<file path="config.mk">
export PLATFORM = sky130hd
export DESIGN_NAME = reg_file_wb
export DESIGN_NICKNAME = d
export VERILOG_FILES = /design/src/rtl/cpu_pkg.sv /design/src/rtl/wb_stage.sv /design/src/rtl/reg_file_wb.sv
export SDC_FILE = /design/constraint.sdc
export NUM_CORES = 1
export LEC_CHECK = 0
export ABC_AREA = 1
export ABC_CLOCK_PERIOD_IN_PS = 2740
export BUFFER_PORTS_ARGS = -buffer_cell sky130_fd_sc_hd__buf_2
export CORE_MARGIN = 4
export CORE_UTILIZATION = 35
export DETAILED_ROUTE_END_ITERATION = 8
export GPL_TIMING_DRIVEN = 1
export HOLD_SLACK_MARGIN = 0.15
export REMOVE_ABC_BUFFERS = 1
export SYNTH_ARGS = -nofsm -noshare
export SYNTH_HDL_FRONTEND = slang
export SYNTH_HIERARCHICAL = 1
export SYNTH_SLANG_ARGS = --single-unit
</file>
<file path="constraint.sdc">
create_clock -name CLK -period 2.74 [get_ports CLK]
set_input_delay 0.548 -clock CLK [delete_from_list [all_inputs] [get_ports CLK]]
set_output_delay 0.548 -clock CLK [all_outputs]
set_load 0.05 [all_outputs]
</file>
<file path="src/rtl/cpu_pkg.sv">
// Shared CPU datapath constants and types.
// Used by the register file and its write-back stage.
package cpu_pkg;

    localparam int REG_WIDTH  = 8;
    localparam int REG_ADDR_W = 3;
    localparam int NUM_REGS   = 8;

    // Simulation-only timing of the original model, in time units.
    localparam int READ_DELAY  = 2;
    localparam int WRITE_DELAY = 1;

    typedef enum logic [2:0] {
        ALU_FORWARD = 3'b000,
        ALU_ADD     = 3'b001,
        ALU_AND     = 3'b010,
        ALU_OR      = 3'b011
    } alu_sel_e;

endpackage

</file>
<file path="src/rtl/wb_stage.sv">
// One-entry write-back capture register for the register file.
// Holds the ALU result for one cycle before it commits to the array.
module wb_stage
    import cpu_pkg::*;
#(
    parameter int WIDTH  = REG_WIDTH,
    parameter int ADDR_W = REG_ADDR_W
) (
    input  logic              clk,
    input  logic              rst_n,
    input  logic              write,
    input  logic [WIDTH-1:0]  in_data,
    input  logic [ADDR_W-1:0] in_addr,
    output logic              wb_valid,
    output logic [WIDTH-1:0]  wb_data,
    output logic [ADDR_W-1:0] wb_addr
);

    always_ff @(posedge clk or negedge rst_n) begin
        if (!rst_n) begin
            wb_valid <= 1'b0;
            wb_data  <= '0;
            wb_addr  <= '0;
        end else begin
            wb_valid <= write;
            if (write) begin
                wb_data <= in_data;
                wb_addr <= in_addr;
            end
        end
    end

endmodule

</file>
<file path="src/rtl/reg_file_wb.sv">
// 8x8 register file: two forwarding read ports, one write port
// fed through a single-entry write-back stage.
module reg_file_wb
    import cpu_pkg::*;
#(
    parameter int WIDTH    = REG_WIDTH,
    parameter int NUM_REGS = cpu_pkg::NUM_REGS,
    parameter int ADDR_W   = REG_ADDR_W
) (
    input  logic              CLK,
    input  logic              RESET,
    input  logic [WIDTH-1:0]  IN,
    input  logic [ADDR_W-1:0] INADDRESS,
    input  logic              WRITE,
    input  logic [ADDR_W-1:0] OUT1ADDRESS,
    input  logic [ADDR_W-1:0] OUT2ADDRESS,
    output logic [WIDTH-1:0]  OUT1,
    output logic [WIDTH-1:0]  OUT2,
    output logic              WB_PENDING
);

    logic              wb_valid;
    logic [WIDTH-1:0]  wb_data;
    logic [ADDR_W-1:0] wb_addr;
    logic [WIDTH-1:0]  regs [NUM_REGS];

    wb_stage #(
        .WIDTH  (WIDTH),
        .ADDR_W (ADDR_W)
    ) u_wb_stage (
        .clk      (CLK),
        .rst_n    (RESET),
        .write    (WRITE),
        .in_data  (IN),
        .in_addr  (INADDRESS),
        .wb_valid (wb_valid),
        .wb_data  (wb_data),
        .wb_addr  (wb_addr)
    );

    // Commit of the pending entry shares the edge with the next capture.
    always_ff @(posedge CLK or negedge RESET) begin
        if (!RESET) begin
            for (int i = 0; i < NUM_REGS; i++) begin
                regs[i] <= '0;
            end
        end else if (wb_valid) begin
            regs[wb_addr] <= wb_data;
        end
    end

    assign OUT1 = (wb_valid && wb_addr == OUT1ADDRESS) ? wb_data
                                                        : regs[OUT1ADDRESS];
    assign OUT2 = (wb_valid && wb_addr == OUT2ADDRESS) ? wb_data
                                                        : regs[OUT2ADDRESS];

    assign WB_PENDING = wb_valid;

endmodule
</file>
Word level (Yosys, flattened, before mapping)

Cells that the tools add are included.

Flip-flop bits (word level): 76
Bits in latches: 0
RAM bits: 0
ROM bits: 0
Input bits: 20
Output and inout bits: 17
Logic and storage cells: 34
Memories: 0

Add/sub/neg operators: 0
Multiply operators: 0
Divide/modulo/power cells: 0
$lt $le $gt $ge: 4
Eq/ne operators: 2
Shift operators: 0
Muxes and demuxes: 11
Bitwise logic cells: 3
Reduce and logical (&&, ||, !) cells: 3

Operator list:

| operator           | count |
|---|---|
| $bwmux 64          | 1 |
| $mux 8             | 7 |
| $bmux 8 s3         | 2 |
| $demux 8 s3        | 1 |
| $ge 4x4->1 const B | 3 |
| $not 3->4          | 3 |
| $eq 3x3->1         | 2 |
| $lt 4x1->1 const B | 1 |
| $logic_and 1x1->1  | 3 |

Logic depth before layout (Yosys ltp)

Gate-level depths: netlist (run 1).

Depth after elaboration: 6
Depth in mapped cells: 9
Gate-level depth less buffers: 8

By module

Netlist (run 1), hierarchy kept.

By module, submodules not included:

| module      | instances | cells an instance | area an instance (um^2) |
|---|---|---|---|
| reg_file_wb | 1         | 615               | 3965.1 |
| wb_stage    | 1         | 48                | 446.7 |

Worst setup path before layout (run 1)

No wires, ideal clock.

Kind: input to output
From: input OUT2ADDRESS[1]
To: output OUT2[0]
Arrival time: 1633 ps
Setup slack: 559 ps
Cell stages on the path: 9
Buffers on the path: 1
Cells stage by stage: buf_2 inv_2 nand2_1 nand2_1 nor2_1 nand2_2 inv_2 nand2_1 nand2_1

Word-level cells in the longest chain between the ends: 5
Elaborated cells between the ends (all ways): 7
Those cells by class: eq/ne (1); mux (4); bitwise (1); reduce/logical (1)

Ends and longest elaborated chain:

| item                                      | line              | source |
|---|---|---|
| start: declaration                        | reg_file_wb.sv:16 | `input logic [ADDR_W-1:0] OUT2ADDRESS,` |
| $not 3->4 (implied by the code)           | reg_file_wb.sv:55 | `: regs[OUT2ADDRESS];` |
| $bmux 8 s3                                | reg_file_wb.sv:55 |  |
| $mux 8 (implied by the code) (2 in a row) | reg_file_wb.sv:55 |  |
| $mux 8 *                                  | reg_file_wb.sv:54 | `assign OUT2 = (wb_valid && wb_addr == OUT2ADDRESS) ? wb_data` |
| end: declaration                          | reg_file_wb.sv:18 | `output logic [WIDTH-1:0] OUT2,` |

Mark *: on every way between the ends. The rest lies on a longest branch, timed or not. The select of a mux whose other input is x is not followed.

Worst setup path in the final report (run 1)

From: register u_wb_stage.wb_addr[1]
To: output OUT1[2]

Word-level cells in the longest chain between the ends: 3

Ends and longest elaborated chain:

| item                     | line              | source |
|---|---|---|
| start: declaration       | wb_stage.sv:16    | `output logic [ADDR_W-1:0] wb_addr` |
| start signal: assignment | wb_stage.sv:28    | `wb_addr <= in_addr;` |
| $eq 3x3->1               | reg_file_wb.sv:52 | `assign OUT1 = (wb_valid && wb_addr == OUT1ADDRESS) ? wb_data` |
| $logic_and 1x1->1        | reg_file_wb.sv:52 |  |
| $mux 8                   | reg_file_wb.sv:52 |  |
| end: declaration         | reg_file_wb.sv:17 | `output logic [WIDTH-1:0] OUT1,` |

No other way between the ends.

==> results_dict.tcl, run 1 <==
set metrics [dict create \
    placed_cells 845 \
    hp-class "input pin to asynchronous set/reset pin" \
    grt_util_met2_pct 28.49 \
    antennaDiodeCount 0 \
    clkLatencyLatePin_ns 0.34 \
    htree_levels 3 \
    ios 37 \
    cp-end-kind "primary output" \
    cpMostUsedCell "nand2_1" \
    ff_latch_area_sq_um 1903 \
    core_area_sq_um 12160 \
    period_share_pct 93.50 \
    status "finished, final reports clean" \
    wl_per_cell_microns 15.24 \
    rows 40 \
    rsz0062_at_grt "false" \
    multiInputGateArea_sq_um 2011 \
    io_buffers 36 \
    synth_area_per_cell_sq_um 6.654 \
    synth_cells 663 \
    die_h_microns 120.3 \
    yosys-top-cells-area "dfrtp_1, nand2_1, nand3_1" \
    slew_violations 0 \
    p_leak_uw 0.002677 \
    synthMuxAreaShare_pct 0 \
    clock_path_buffers 2 \
    fp.dieArea_sq_um 14460 \
    synth_top_cell_by_area "dfrtp_1" \
    dp.final_hpwl_mm 9.251 \
    yosys.area_share.simple_pct 38.32 \
    gr-max-usage-layer "met2" \
    cts_tree "done" \
    cts_made_buffers 9 \
    yosysSeqAreaShare_pct 43.11 \
    synthAdderAreaFrac_pct 0 \
    cp_max_fo 9 \
    vias_per_cell 5.067 \
    synth-compound-area-share_pct 7.260 \
    r2r_setup_slack_ns 1.03 \
    synth_cell_type_count 16 \
    vias 4363 \
    dieWidth_microns 120.3 \
    max_cap_violations 0 \
    cp_slowest_cell "dfrtp_1" \
    finalSetupViolCount 0 \
    start_kind "flip-flop" \
    final_antenna_net_count 0 \
    cp_slowest_stage_delay_ns 0.45 \
    area_growth_pct 12.48 \
    layoutNonFillerInstCount 861 \
    hold_buffers 0 \
    arrival_ns 2.01 \
    met3_usage_pct 4.584 \
    ys_warn_count 6 \
    synth_top_family_by_area "simple AND/OR/NAND/NOR gates" \
    wl_mm 13.12 \
    fin_tns_setup_ns 0 \
    drtIter0Drc 502 \
    cts_sinks 76 \
    synth-xor-area-share_pct 0 \
    syn_area_sq_um 4412 \
    grt_first_pass_wirelength_mm 21.95 \
    start_util_pct 36.28 \
    tightest_slew_ns 0.9557 \
    antenna_found_initial 0 \
    nFillCells 1301 \
    synth_top_area_share_pct 43.11 \
    ir_drop_uv 387.1 \
    first_pass_iters 6 \
    finalCriticalPeriod_ns 2.562 \
    final-hold-violation-count 0 \
    cts-root-buf "clkbuf_16" \
    critPathTopFamily "buffers and inverters" \
    grt_pass1_vias 4324 \
    clock_skew_ns 0.004639 \
    ys_ff_latch 76 \
    fmax_mhz 390.3 \
    path_buf_inv 3 \
    path_cells "inv_1 > nand2_1 > nand2_1 > nor2_1 > nand2_2 > inv_2 > nand2_1 > nand2_1 > buf_2" \
    p_per_area_nw_per_um2 758.8 \
    grtUsageMet1_pct 26.29 \
    path_clk_slew_ns 0.06 \
    slew_headroom_pct 36.29 \
    overflow 0 \
    drive_gt1_share_pct 10.97 \
    post-route-drc-count 0 \
    nNetsFinal 708 \
    criticalPathCategory "flip-flop to primary output" \
    worst_ep_required_time_ns 2.19 \
    grt_max_degree 77 \
    gpl.final_weighted_congestion 0.9653 \
    grt.total_usage_pct 19.17 \
]
==> per-layer routing <==
| metal | vias up | part of all wire, % |
|---|---|---|
| met1 | 2006 | 46 |
| met4 | 0 | 3.5 |
| met2 | 213 | 42 |
| li1 | 2112 | - |
| met5 | - | 0 |
| met3 | 32 | 8.5 |
==> flip-flops by register name, indices dropped and copies added (netlist names) <==
register	cells
regs	64
u_wb_stage/wb_addr	3
u_wb_stage/wb_data	8
u_wb_stage/wb_valid	1
==> through the flow <==
stage / worst slack, ns / total power [uW] / instance area [sq um] / hold WS (ns) / util [%]
2_1_floorplan: 0.5446 / 2349 / 4224 / 0.2524 / -
3_3_place_gp: 0.2967 / 2672 / 4692 / 0.4683 / 38.58
3_5_place_dp: 0.2497 / 2704 / 4692 / 0.4726 / 38.58
4_1_cts: 0.1591 / 3792 / 4961 / 0.4019 / 40.79
5_1_grt: 0.01700 / 4056 / 4962 / 0.4072 / 40.80
6_report: 0.1781 / 3765 / 4962 / 0.3578 / 40.80
==> kinds of logic (layout without fill, tap and decap cells) <==
kind of cell | count (synthesis) | count (layout)
buffers and inverters | 115 | 145
DFF | 76 | 76
and+or+nand+nor | 408 | 408
AOI/OAI and AO/OA | 64 | 64
==> worst reg2reg max path, stage by stage, from the launching register on <==
cell	delay, ns
dfrtp_1	0.46
nor2_2	0.21
nand3_1	0.55
o21ai_0	0.39
==> synth_stat cells <==
master,instances
nand2_1,284
nand3_1,111
dfrtp_1,76
inv_1,74
o21ai_0,56
buf_2,18
inv_2,9
nor2_1,9
o21ai_1,8
clkbuf_1,6
buf_6,5
buf_4,2
nand2_2,2
buf_1,1
nor2_2,1
nor3_4,1
==> final cells by class <==
cell class                 count  share of cell area (%)
clock buffer                  10                   4.816
clock inverter                 6                  0.6051
inverter                      83                   6.278
multi-input combinational    472                   40.52
sequential                    76                   38.35
tap                          168                   4.236
timing repair buffer          46                   5.194
==> where the power goes <==
group          internal, uW  switching, uW  total, uW
sequential             1400            169       1570
combinational           343            777       1120
clock                   627            449       1080
==> what timing repair did <==
item | in CTS | in global routing
endpoints found under the setup margin | 0 | 3
buffers inserted | 0 | 0
resized for setup | 0 | 1
==> cells in the final DEF, fill, tap and decap left out, drive strengths merged <==
master	instances
nor3	1
clkinv	6
clkbuf	10
nand3	111
buf	46
nand2	286
dfrtp	76
nor2	10
o21ai	64
inv	83
==> path summary, 6_finish.rpt <==
check                                            from  cells past startpoint                    end
worst max-delay path            u_wb_stage/wb_addr[1]                      9                OUT1[2]
worst min-delay path                            RESET                      1               regs[20]
worst max register to register  u_wb_stage/wb_addr[0]                      3               regs[10]
worst min register to register               regs[45]                      2               regs[45]
max in group asynchronous                       RESET                      1  u_wb_stage/wb_addr[2]
min in group CLK                                IN[3]                      3  u_wb_stage/wb_data[3]
(Power assumes the default switching activity.)
==> run 2, diff against run 1 <==
--- a/config.mk
+++ b/config.mk
@@ -13,7 +13,6 @@
 export DETAILED_ROUTE_END_ITERATION = 8
 export GPL_TIMING_DRIVEN = 1
 export HOLD_SLACK_MARGIN = 0.15
-export REMOVE_ABC_BUFFERS = 1
 export SYNTH_ARGS = -nofsm -noshare
 export SYNTH_HDL_FRONTEND = slang
 export SYNTH_HIERARCHICAL = 1
==> results_dict.tcl, run 2 (synthesis gave the netlist of run 1 again) <==
set metrics [dict create \
    status "finished, final reports clean" \
    drive_gt1_share_pct 10.81 \
    cp_max_fo 9 \
    die_h_microns 120.3 \
    post-route-drc-count 0 \
    p_leak_uw 0.002718 \
    clock_path_buffers 2 \
    nNetsFinal 709 \
    worst_ep_required_time_ns 2.19 \
    wl_per_cell_microns 16.39 \
    grt.total_usage_pct 20.18 \
    hp-class "input pin to asynchronous set/reset pin" \
    overflow 0 \
    placed_cells 846 \
    dp.final_hpwl_mm 10.00 \
    synthesis.nets 683 \
    antenna_found_initial 1 \
    gpl.final_weighted_congestion 0.9456 \
    layout_commonest_cell "nand2_1" \
    tightest_slew_ns 0.9741 \
    start_kind "flip-flop" \
    cts-root-buf "clkbuf_16" \
    max_cap_violations 0 \
    cts_made_buffers 9 \
    finalSetupViolCount 0 \
    period_share_pct 93.03 \
    r2r-end "regs[13]" \
    grt_pass1_vias 3928 \
    ios 37 \
    wl_mm 14.13 \
    core_area_sq_um 12160 \
    ir_drop_uv 281.9 \
    start_util_pct 36.28 \
    largestRegisters "regs x64, u_wb_stage/wb_data x8, u_wb_stage/wb_addr x3" \
    clock_skew_ns 0.006468 \
    first_pass_iters 5 \
    final_antenna_net_count 0 \
    area_growth_pct 14.78 \
    cp-end-kind "primary output" \
    post_cts_buffers 0 \
    antennaDiodeCount 0 \
    rsz0062_at_grt "false" \
    grt_first_pass_wirelength_mm 22.20 \
    layoutNonFillerInstCount 862 \
    grt_max_degree 77 \
    mostFrequentLayoutCells "nand2_1, nand3_1, dfrtp_1, inv_1, o21ai_0" \
    p_per_area_nw_per_um2 813.2 \
    cts_sinks 76 \
    slew_violations 0 \
    r2r_start "u_wb_stage/wb_addr[0]" \
    fin_tns_setup_ns 0 \
    finalCriticalPeriod_ns 2.549 \
    slew_headroom_pct 35.06 \
    cts_tree "done" \
    clkLatencyLatePin_ns 0.35 \
    io_buffers 36 \
    cts_resized 0 \
    vias_per_cell 5.000 \
    rows 40 \
    arrival_ns 2.00 \
    worst-r2r-cell-count 3 \
    path_clk_slew_ns 0.06 \
    final-hold-violation-count 0 \
    fp.dieArea_sq_um 14460 \
    fmax_mhz 392.3 \
    vias 4310 \
    largest_reg_flops 64 \
    hold_buffers 0 \
    drtIter0Drc 423 \
    top_register "regs" \
    dieWidth_microns 120.3 \
    htree_levels 3 \
    r2r_setup_slack_ns 1.01 \
    criticalPathCategory "flip-flop to primary output" \
]
run 2: area by class of cell:
cell class / count / area [sq um]
Clock buffer: 12 / 256.5
Clock inverter: 4 / 95.09
Fill cell: 1337 / 7098
Inverter: 83 / 311.5
Multi-Input combinational cell: 472 / 2011
Sequential cell: 76 / 1902
Tap cell: 168 / 210.2
Timing Repair Buffer: 47 / 277.8
run 2: power by group:
group | total (uW) | internal, uW | switching (uW) | leakage (uW)
clock | 1410 | 938 | 470 | 0.000173
combinational | 1140 | 346 | 790 | 0.00158
sequential | 1570 | 1400 | 174 | 0.000966
total | 4120 | 2680 | 1430 | 0.00272
run 2: how the worst max path moves through the flow:
stage          slack, ns  cells past startpoint                   from       to
2_1_floorplan       0.56                      9         OUT2ADDRESS[1]  OUT2[0]
3_3_place_gp        0.34                     10         OUT2ADDRESS[2]  OUT2[2]
3_5_place_dp        0.32                     10         OUT2ADDRESS[2]  OUT2[2]
4_1_cts             0.21                      9  u_wb_stage/wb_addr[1]  OUT1[2]
5_1_grt             0.05                      9  u_wb_stage/wb_addr[1]  OUT1[2]
6_report            0.19                      9  u_wb_stage/wb_addr[1]  OUT1[2]
run 2: critical path: stages, from the launching register on:
cell and delay (ns):
dfrtp_1 0.49, inv_1 0.16, nand2_1 0.08, nand2_1 0.04
nor2_1 0.12, nand2_2 0.16, inv_2 0.18, nand2_1 0.07
nand2_1 0.08, buf_2 0.26
run 2: metal layers:
metal	track usage (%)	wire [microns]	up-vias
li1	-	-	2117
met1	28.82	6548	2020
met2	29.65	6220	146
met3	5.379	1043	25
met4	6.728	301	2
met5	0	13	-
run 2: through the flow:
step | setup WS [ns] | hold slack [ns] | util, % | instance area (sq um) | total power [uW]
2_1_floorplan | 0.5594 | 0.2524 | - | 4412 | 2389
3_3_place_gp | 0.3372 | 0.4665 | 38.74 | 4712 | 2702
3_5_place_dp | 0.3209 | 0.4731 | 38.74 | 4712 | 2722
4_1_cts | 0.2140 | 0.3887 | 41.64 | 5064 | 4148
5_1_grt | 0.04971 | 0.3916 | 41.64 | 5064 | 4386
6_report | 0.1910 | 0.3629 | 41.64 | 5064 | 4118
==> run 3, diff against run 2 <==
--- a/config.mk
+++ b/config.mk
@@ -8,7 +8,6 @@
 export ABC_AREA = 1
 export ABC_CLOCK_PERIOD_IN_PS = 2740
 export BUFFER_PORTS_ARGS = -buffer_cell sky130_fd_sc_hd__buf_2
-export CORE_MARGIN = 4
 export CORE_UTILIZATION = 35
 export DETAILED_ROUTE_END_ITERATION = 8
 export GPL_TIMING_DRIVEN = 1
==> results_dict.tcl, run 3 (synthesis gave the netlist of run 1 again) <==
set metrics [dict create \
    final-hold-violation-count 0 \
    antenna_found_initial 1 \
    layout_commonest_cell "nand2_1" \
    p_leak_uw 0.002672 \
    hp-class "input pin to asynchronous set/reset pin" \
    rsz0062_at_grt "false" \
    grt_max_degree 77 \
    arrival_ns 1.96 \
    vias 4362 \
    r2r_setup_slack_ns 1.15 \
    largest_reg_flops 64 \
    grt.total_usage_pct 22.16 \
    place_ws_ns 0.3517 \
    r2r_start "u_wb_stage/wb_addr[1]" \
    final_antenna_net_count 0 \
    start_kind "flip-flop" \
    cts_resized 0 \
    fmax_mhz 398.1 \
    cts_made_buffers 9 \
    clock_path_buffers 2 \
    cts_sinks 76 \
    cp-end-kind "primary output" \
    vias_per_cell 5.078 \
    slew_headroom_pct 34.59 \
    cts_tree "done" \
    area_growth_pct 12.48 \
    wl_per_cell_microns 15.56 \
    mostFrequentLayoutCells "nand2_1, nand3_1, dfrtp_1, inv_1, o21ai_0" \
    criticalPathCategory "flip-flop to primary output" \
    worst-r2r-cell-count 5 \
    placed_cells 845 \
    utilization_pct 40.80 \
    top_register "regs" \
    whs_ns 0.3730 \
    dp.final_hpwl_mm 9.685 \
    synthesis.nets 683 \
    ios 37 \
    die_h_microns 114.3 \
    path_buf_inv 3 \
    path_clk_slew_ns 0.06 \
    fp.dieArea_sq_um 13060 \
    rows 40 \
    cts-root-buf "clkbuf_16" \
    tightest_slew_ns 0.9811 \
    p_per_area_nw_per_um2 761.5 \
    cpMostUsedCell "nand2_1" \
    layoutNonFillerInstCount 859 \
    post-route-drc-count 0 \
    grt_first_pass_wirelength_mm 21.60 \
    slew_violations 0 \
    wl_mm 13.36 \
    grt_pass1_vias 4113 \
    hold_buffers 0 \
    finalSetupViolCount 0 \
    worst_ep_required_time_ns 2.19 \
    cp_slowest_stage_delay_ns 0.46 \
    ir_drop_uv 270.1 \
    overflow 0 \
    core_area_sq_um 12160 \
    gpl.final_weighted_congestion 0.9781 \
    post_cts_buffers 0 \
    fin_tns_setup_ns 0 \
    dieWidth_microns 114.3 \
    drtIter0Drc 424 \
    antennaDiodeCount 0 \
    largestRegisters "regs x64, u_wb_stage/wb_data x8, u_wb_stage/wb_addr x3" \
    critPathTopFamily "buffers and inverters" \
    cp_slowest_cell "dfrtp_1" \
    status "finished, final reports clean" \
    finalCriticalPeriod_ns 2.512 \
    fin_ws_ns 0.2280 \
    first_pass_iters 5 \
    cp.depth 9 \
    path_cells "inv_1 > nand2_1 > nand2_1 > nor2_1 > nand2_2 > inv_2 > nand2_1 > nand2_1 > buf_2" \
    clkLatencyLatePin_ns 0.34 \
    clock_skew_ns 0.006583 \
    drive_gt1_share_pct 10.42 \
    cp_max_fo 9 \
    period_share_pct 91.68 \
    io_buffers 36 \
    start_util_pct 36.28 \
    nFillCells 1296 \
    htree_levels 3 \
    max_cap_violations 0 \
    r2r-end "regs[35]" \
    nNetsFinal 708 \
]
run 3: per-stage QoR:
step,power [uW],cell area (sq um)
2_1_floorplan,2389,4412
3_3_place_gp,2693,4705
3_5_place_dp,2721,4705
4_1_cts,3806,4962
5_1_grt,4045,4962
6_report,3779,4962
run 3: worst max-delay path by stage:
stage / startpoint / to / slack, ns
2_1_floorplan: OUT2ADDRESS[1] / OUT2[0] / 0.56
3_3_place_gp: OUT1ADDRESS[2] / OUT1[2] / 0.37
3_5_place_dp: OUT1ADDRESS[2] / OUT1[2] / 0.35
4_1_cts: u_wb_stage/wb_addr[2] / OUT2[2] / 0.24
5_1_grt: u_wb_stage/wb_addr[2] / OUT1[2] / 0.06
6_report: u_wb_stage/wb_addr[1] / OUT1[2] / 0.23
run 3: worst register-to-register path, delay by kind of cell, from the launching register on:
kind            cells  cell delay, ns
buf+inv             1            0.15
simple gates        3            0.77
flops               1            0.46
compound gates      1            0.08
run 3: layout make-up:
cell class / count / area, sq um / area share [%]
sequential: 76 / 1902 / 38.33
timing repair buffer: 46 / 270.3 / 5.446
clock buffer: 11 / 242.7 / 4.892
clock inverter: 3 / 15.01 / 0.3026
tap: 168 / 210.2 / 4.236
inverter: 83 / 311.5 / 6.278
multi-input combinational: 472 / 2011 / 40.52
run 3: layer usage:
metal | routed length (microns) | vias to the layer above | track usage [%] | share of wire, %
met4 | 294 | 2 | 8.052 | 2.2
met3 | 1028 | 27 | 6.617 | 7.7
met1 | 6171 | 2056 | 30.23 | 46
met5 | 11 | - | 0 | 0.082
met2 | 5856 | 164 | 33.17 | 44
li1 | - | 2113 | - | -
run 3: where the power goes:
group          switching [uW]  leakage, uW  internal (uW)
sequential                169     0.000966           1400
clock                     444     0.000131            622
combinational             798      0.00158            345
total                    1410      0.00267           2370
